File: src/rtl/rst_seq_ctrl.sv
`default_nettype none
// ----------------------------------------------------------------------------
// rst_seq_ctrl : releases per-stage resets in order, each gated on the prior
// stage's ready with a bounded wait; soft re-sequence and sticky timeout.
// Rev 1.0
// ----------------------------------------------------------------------------
module rst_seq_ctrl #(
  parameter int NUM_STAGES  = 3,
  parameter int HOLD_CYCLES = 16,
  parameter int TIMEOUT     = 255,
  parameter int CNT_WIDTH   = 8
) (
  input  logic                  CLK,
  input  logic                  RST,
  input  logic                  SW_RST_REQ,
  input  logic [NUM_STAGES-1:0] STAGE_DONE,
  output logic [NUM_STAGES-1:0] STAGE_RST,
  output logic                  SEQ_DONE,
  output logic                  SEQ_ERR,
  output logic [2:0]            CUR_STAGE
);

  typedef enum logic [1:0] {
    S_HOLD  = 2'd0,
    S_WAIT  = 2'd1,
    S_RUN   = 2'd2,
    S_ERROR = 2'd3
  } state_t;

  localparam logic [CNT_WIDTH-1:0] c_hold_last  = CNT_WIDTH'(HOLD_CYCLES - 1);
  localparam logic [CNT_WIDTH-1:0] c_to_last    = CNT_WIDTH'(TIMEOUT - 1);
  localparam logic [2:0]           c_last_stage = 3'(NUM_STAGES - 1);

  state_t                state_q, state_d;
  logic [CNT_WIDTH-1:0]  cnt_q, cnt_d;
  logic [NUM_STAGES-1:0] stage_rst_q, stage_rst_d;
  logic                  seq_done_q, seq_done_d;
  logic                  seq_err_q, seq_err_d;
  logic [2:0]            cur_stage_q, cur_stage_d;

  logic                  done_cur;
  logic [NUM_STAGES-1:0] next_mask;

  always_comb begin
    // Only the awaited stage's done bit is ever looked at.
    done_cur  = 1'b0;
    next_mask = '0;
    for (int i = 0; i < NUM_STAGES; i++) begin
      if (cur_stage_q == 3'(i)) done_cur = STAGE_DONE[i];
      if (cur_stage_q + 3'd1 == 3'(i)) next_mask[i] = 1'b1;
    end

    state_d     = state_q;
    cnt_d       = cnt_q;
    stage_rst_d = stage_rst_q;
    seq_done_d  = seq_done_q;
    seq_err_d   = seq_err_q;
    cur_stage_d = cur_stage_q;

    if (SW_RST_REQ) begin
      state_d     = S_HOLD;
      cnt_d       = '0;
      stage_rst_d = '1;
      seq_done_d  = 1'b0;
      seq_err_d   = 1'b0;
      cur_stage_d = 3'd0;
    end else begin
      case (state_q)
        S_HOLD: begin
          stage_rst_d = '1;
          if (cnt_q == c_hold_last) begin
            stage_rst_d = {{(NUM_STAGES-1){1'b1}}, 1'b0};
            cur_stage_d = 3'd0;
            cnt_d       = '0;
            state_d     = S_WAIT;
          end else begin
            cnt_d = cnt_q + CNT_WIDTH'(1);
          end
        end
        S_WAIT: begin
          // Done wins over a timeout landing on the same edge.
          if (done_cur) begin
            if (cur_stage_q == c_last_stage) begin
              seq_done_d = 1'b1;
              state_d    = S_RUN;
            end else begin
              stage_rst_d = stage_rst_q & ~next_mask;
              cur_stage_d = cur_stage_q + 3'd1;
              cnt_d       = '0;
            end
          end else if (cnt_q == c_to_last) begin
            stage_rst_d = '1;
            seq_err_d   = 1'b1;
            state_d     = S_ERROR;
          end else begin
            cnt_d = cnt_q + CNT_WIDTH'(1);
          end
        end
        default: ;
      endcase
    end
  end

  always_ff @(posedge CLK or posedge RST) begin
    if (RST) begin
      state_q     <= S_HOLD;
      cnt_q       <= '0;
      stage_rst_q <= '1;
      seq_done_q  <= 1'b0;
      seq_err_q   <= 1'b0;
      cur_stage_q <= 3'd0;
    end else begin
      state_q     <= state_d;
      cnt_q       <= cnt_d;
      stage_rst_q <= stage_rst_d;
      seq_done_q  <= seq_done_d;
      seq_err_q   <= seq_err_d;
      cur_stage_q <= cur_stage_d;
    end
  end

  assign STAGE_RST = stage_rst_q;
  assign SEQ_DONE  = seq_done_q;
  assign SEQ_ERR   = seq_err_q;
  assign CUR_STAGE = cur_stage_q;

endmodule
`default_nettype wire

File: config.mk
export PLATFORM = sky130hd
export DESIGN_NAME = rst_seq_ctrl
export DESIGN_NICKNAME = d
export VERILOG_FILES = /design/src/rtl/rst_seq_ctrl.sv
export SDC_FILE = /design/constraint.sdc
export NUM_CORES = 1
export LEC_CHECK = 0
export ABC_AREA = 1
export BUFFER_PORTS_ARGS = -buffer_cell sky130_fd_sc_hd__buf_2
export CORE_ASPECT_RATIO = 1.2
export CORE_MARGIN = 2
export CORE_UTILIZATION = 25
export CTS_CLUSTER_DIAMETER = 30
export CTS_CLUSTER_SIZE = 40
export DETAILED_ROUTE_END_ITERATION = 7
export SYNTH_ARGS = -nofsm -noshare
export SYNTH_HDL_FRONTEND = slang
export SYNTH_SLANG_ARGS = --single-unit
File: constraint.sdc
create_clock -name CLK -period 2.2 [get_ports CLK]
set_input_delay 0.22 -clock CLK [delete_from_list [all_inputs] [get_ports CLK]]
set_output_delay 0.22 -clock CLK [all_outputs]
set_load 0.01 [all_outputs]
# ---- Yosys cells after proc, flatten, opt, wreduce, memory -nomap -nowiden
# Index checks and enable logic that the tools add are counted.
dict set report totals {
  regBits 18
  elab_cells 76
}
dict set report op_classes {
  n_addsub 2
  eq_ne 15
  mux 37
  n_bitwise 2
  n_reduce_logical 14
}
# operator n
set ops {}
lappend ops {{two-way mux 8 bit} 5}
lappend ops {{two-way mux 3 bit} 8}
lappend ops {{!= test 4 bit (second input constant)} 4}
lappend ops {{one-hot mux 8 bit (2 select lines)} 1}
lappend ops {{two-way mux 1 bit} 15}
lappend ops {{one-hot mux 3 bit (2 select lines)} 2}
lappend ops {{AND reduction 3 bit} 4}
lappend ops {{two-way mux 2 bit} 5}
lappend ops {{!= test 3 bit (second input constant)} 3}
lappend ops {{adder 8 x 1 -> 8 bit (second input constant)} 1}
lappend ops {{== test 8 x 4 -> 1 bit (second input constant)} 1}
lappend ops {{== test 8 bit (second input constant)} 1}
lappend ops {{AND reduction 4 bit} 2}
lappend ops {{nonzero test 2 bit} 4}
lappend ops {{== test 3 x 1 -> 1 bit (second input constant)} 2}
lappend ops {{== test 3 x 2 -> 1 bit (second input constant)} 2}
lappend ops {{zero test 3 bit} 2}
lappend ops {{one-hot mux 2 bit (2 select lines)} 1}
lappend ops {{adder 3 x 1 -> 3 bit (second input constant)} 1}
lappend ops {{bitwise AND 3 bit} 1}
lappend ops {{NOT 3 bit} 1}
lappend ops {{nonzero test 3 bit} 1}
lappend ops {{== test 2 x 1 -> 1 bit (second input constant)} 1}
lappend ops {{zero test 2 bit} 1}
lappend ops {{!= test 2 bit (second input constant)} 1}

# ---- Longest topological paths before layout
dict set report depth {
  word_depth 9
  mapped_depth 12
  depth_no_buf 11
}

# ---- Least setup slack after synthesis
# No wires, ideal clock.
dict set report synth_timing {
  path_type {reg2reg}
  start {reg cur_stage_q[0] (netlist: CUR_STAGE[0])}
  end {reg cnt_q[4]}
  arrival_time_ns 1.496
  required_ns 2.082
  setup_slack_ns 0.586
  path_stages_with_launch 13
  n_path_buf 1
  synth_period_minus_slack_ns 1.614
  cell_sequence {dfrtp_1 > inv_1 > ha_1 > inv_1 > nor2_2 > nand2_1 > nand2_2 > nor2_2 > nand2_2 > nand2_4 > buf_8 > nand2_1 > o21ai_2}
}
dict set report synth_via {
  elab_chain_len 7
  elab_cells_between_ends 12
  classes_between {eq/ne: 4; mux: 6; reduce/logical: 2}
}
# element line_no
set synth_rtl {}
lappend synth_rtl {{start: declaration} 39} ;# logic [2:0] cur_stage_q, cur_stage_d;
lappend synth_rtl {{start signal: assignment} 118} ;# cur_stage_q <= cur_stage_d;
lappend synth_rtl {{zero test 3 bit} 49} ;# if (cur_stage_q == 3'(i)) done_cur = STAGE_DONE[i];
lappend synth_rtl {{two-way mux 1 bit (3 in series)} 49}
lappend synth_rtl {{two-way mux 8 bit} 82} ;# if (done_cur) begin
lappend synth_rtl {{one-hot mux 8 bit (2 select lines)} 68} ;# case (state_q)
lappend synth_rtl {{two-way mux 8 bit} 60} ;# if (SW_RST_REQ) begin
lappend synth_rtl {{end signal: assignment} 114} ;# cnt_q <= cnt_d;
lappend synth_rtl {{end: declaration} 35} ;# logic [CNT_WIDTH-1:0] cnt_q, cnt_d;
# Several ways; a longest one is shown, not always the timed one.
# A chain may end at the register's enable or synchronous reset.

# ---- Worst setup path after layout
dict set report layout_timing {
  start {reg cur_stage_q[0] (netlist: CUR_STAGE[0])}
  end {reg stage_rst_q[1] (netlist: STAGE_RST[1])}
}
dict set report layout_via {
  elab_chain_len 9
  elab_cells_between_ends 18
  classes_between {add/sub: 1; eq/ne: 5; mux: 8; bitwise: 2; reduce/logical: 2}
}
# element line_no
set layout_rtl {}
lappend layout_rtl {{adder 3 x 1 -> 3 bit} 50} ;# if (cur_stage_q + 3'd1 == 3'(i)) next_mask[i] = 1'b1;
lappend layout_rtl {{== test 3 x 1 -> 1 bit} 50}
lappend layout_rtl {{two-way mux 1 bit} 50}
lappend layout_rtl {{NOT 3 bit} 87} ;# stage_rst_d = stage_rst_q & ~next_mask;
lappend layout_rtl {{bitwise AND 3 bit} 87}
lappend layout_rtl {{two-way mux 3 bit} 83} ;# if (cur_stage_q == c_last_stage) begin
lappend layout_rtl {{two-way mux 3 bit} 82}
lappend layout_rtl {{one-hot mux 3 bit (2 select lines)} 68}
lappend layout_rtl {{two-way mux 3 bit} 60}
lappend layout_rtl {{end signal: assignment} 115} ;# stage_rst_q <= stage_rst_d;
lappend layout_rtl {{end: declaration} 36} ;# logic [NUM_STAGES-1:0] stage_rst_q, stage_rst_d;
# Several ways; a longest one is shown, not always the timed one. The select of a mux whose other input is x is not followed.

==> impl_metrics.tcl <==
set metrics [dict create \
    layout-drive-gt1-share_pct 16.3 \
    worst_setup_path_end_kind "flip-flop" \
    area_growth_pct 11.0 \
    start_util_pct 26.2 \
    die-area_um2 5850 \
    setup_tns_ns 0 \
    grt_max_degree 19 \
    cts-resized-gates 0 \
    synth-xor-area-share_pct 0.667 \
    final_nets 216 \
    finalSetupViolations 0 \
    post_cts_buffers 0 \
    crit_slowest_cell "dfrtp_1" \
    reg2reg_from "CUR_STAGE[0]" \
    first_iter_violations 65 \
    crit_path_start_kind "flip-flop" \
    dpl_cell_area_um2 1410 \
    maxSlewHeadroom_pct 51.9 \
    cp.arrival_ns 2.03 \
    hpwl_mm 2.23 \
    drv_cap 0 \
    hold_path.class "in -> async" \
    outcome "finished clean" \
    fin_skew_ns 0.00584 \
    die-height_um 83.4 \
    clkSinkCount 18 \
    cts-htree-levels 1 \
    slew_violations 0 \
    portBuffers 13 \
    via_per_inst 4.51 \
    yosys.cell_count.top_type "nand2_1" \
    synth_top_family_by_area "simple AND/OR/NAND/NOR gates" \
    synthDistinctLibCells 24 \
    synth_edf_count 0 \
    seq_power_share_pct 41.0 \
    synth_top_cell_by_area "dfrtp_1" \
    place.gp.congestion 0.886 \
    worstMarginPinSlew_ns 0.720 \
    synth-simple-area-share_pct 34.5 \
    cellPowerDensity_nw_per_um2 820 \
    fmaxAchievable_ghz 0.539 \
    synthFlopType "dfrtp_1" \
    clock_latency_ns 0.26 \
    cts_tree "done" \
    rrSetupSlack_ns 0.34 \
    antenna_found_initial 0 \
    hold_viol_final 0 \
    crit_chain "inv_1 > ha_1 > inv_1 > nor2_2 > nand2_1 > nand2_2 > nor2_2 > nand2_1 > nand2_1 > o21ai_0" \
    muxShareOfSynthArea_pct 0 \
    wl_per_cell_um 11.2 \
    worst_r2r_endpoint "STAGE_RST[1]" \
    fin_util_pct 29.1 \
    p_clk_share_pct 19.8 \
    ys_warn_count 0 \
    synth_fa_ha_area_share_pct 6.67 \
    rsz0062_at_grt "no" \
    antenna_cells 0 \
    root_buffer "clkbuf_8" \
    synth.avg_cell_area_um2 6.91 \
    peakVddDrop_v 0.000193 \
    netlist_area_um2 1310 \
    grt_pass1_vias 1130 \
    internal_power_uw 704 \
    synthArstFlopShare_pct 100 \
    cts_max_path_buffers 2 \
    synth-seq-cells 18 \
    cts_hold_buf 0 \
    slowest_delay_ns 0.42 \
    switching_share_pct 41.1 \
    antenna_left 0 \
    net-switching-power_uw 491 \
    synth.area.top_cells "dfrtp_1 (29%), nand2_1 (17%), nand3_1 (8.0%)" \
    p_leak_uw 0.000724 \
    ioPinCount 14 \
    critPathBufInv 2 \
    synth_compound_area_share_pct 13.0 \
    num_rows 28 \
    grt_pass1_wl_mm 5.09 \
    crit_fanout 15 \
    drc 0 \
    crit_type "reg -> reg" \
    synth_top_area_share_pct 28.6 \
    synth_commonest_cells "nand2_1 (59), inv_1 (23), nand3_1 (21), dfrtp_1 (15), nor2_1 (11)" \
    synth_nets 203 \
    crit_path_frequent_cell "nand2_1" \
    gr-total-overflow 0 \
    p_comb_share_pct 39.2 \
    period_minus_slack_ns 1.86 \
    post-route-period-util_pct 84.3 \
    synth_cells 190 \
    routed_wl_mm 2.92 \
    core-area_um2 5010 \
    grt_usage_pct 10.8 \
    cts_buffers 3 \
    die_x_um 70.2 \
    crit_family "simple AND/OR/NAND/NOR gates" \
    seq_area_frac_synth_pct 34.6 \
    finalInstanceArea_um2 1460 \
    drt_first_pass_iters 4 \
    r2r.worst_path.cells 10 \
    num_vias 1182 \
    worst_ep_required_time_ns 2.37 \
    clk_pin_slew_ns 0.07 \
]
-- power by group through the flow --
stage                     Combinational, µW  Clock [µW]  Sequential (µW)
after CTS                               472         248              490
final                                   468         237              490
after global placement                  461           0              496
after detailed placement                469           0              495
after global routing                    539         258              506
after floorplan                         378           0              485
-- placed cells by master (no fill, tap or decap), drive strengths merged --
master	n
buf	13
o21ai	17
nand3	21
xnor2	1
a21oi	7
nand4	2
dfrtp	15
nor2	18
a31oi	1
nand2	62
o21bai	5
inv	25
dfstp	3
clkbuf	4
ha	7
clkinv	1
-- worst register-to-register path, cell delays in order (launching register included) --
cell     delay, ns
dfrtp_1       0.42
inv_1         0.13
ha_1          0.19
inv_1         0.05
nor2_2        0.14
nand2_1       0.08
nand2_2       0.24
nor2_2        0.09
nand2_1       0.13
nand2_1       0.13
o21ai_0       0.18
-- state kept, by name, indices dropped and copies added (netlist names) --
name and count:
CUR_STAGE 3, state_q 2, cnt_q 8, STAGE_RST 3, SEQ_DONE 1, SEQ_ERR 1
-- metrics by stage --
step	power [µW]	hold slack, ns	setup WS [ns]	cells
6_report	1200	0.0726	0.345	262
5_1_grt	1300	0.146	0.127	262
4_1_cts	1210	0.101	0.320	262
3_5_place_dp	964	0.386	0.351	258
3_3_place_gp	957	0.378	0.331	258
2_1_floorplan	863	0.156	0.586	190
-- final cells by class --
type                            count  area (µm²)
Tap cell                           60        75.1
Fill cell                         567        3550
Inverter                           26        97.6
Timing Repair Buffer               13        65.1
Multi-Input combinational cell    141         721
Clock buffer                        4        45.0
Sequential cell                    18         454
-- cell families after synthesis --
logic type / count (synthesis)
simple gates: 103
buf+inv: 31
compound gates: 30
flops: 18
fa+ha+maj: 7
xor+xnor: 1
-- worst max-delay path by stage --
stage            startpoint            to  slack (ns)  cells past startpoint
2_1_floorplan  CUR_STAGE[0]      cnt_q[4]        0.59                     12
3_3_place_gp   CUR_STAGE[0]  STAGE_RST[1]        0.33                     10
3_5_place_dp   CUR_STAGE[0]  STAGE_RST[1]        0.35                     10
4_1_cts        CUR_STAGE[0]  STAGE_RST[1]        0.32                     10
5_1_grt        CUR_STAGE[0]  STAGE_RST[2]        0.13                     10
6_report       CUR_STAGE[0]  STAGE_RST[1]        0.34                     10
-- metal layers --
| layer | global-route usage (%) | share of wire (%) | vias up | wire length (µm) |
|---|---|---|---|---|
| met4 | 4.72 | 1.8 | 0 | 54 |
| met2 | 17.1 | 47 | 19 | 1370 |
| li1 | - | - | 625 | - |
| met5 | 0 | 0 | - | 0 |
| met1 | 14.3 | 46 | 533 | 1350 |
| met3 | 2.06 | 4.8 | 5 | 141 |
No activity file was read; power rests on OpenSTA's default activity.
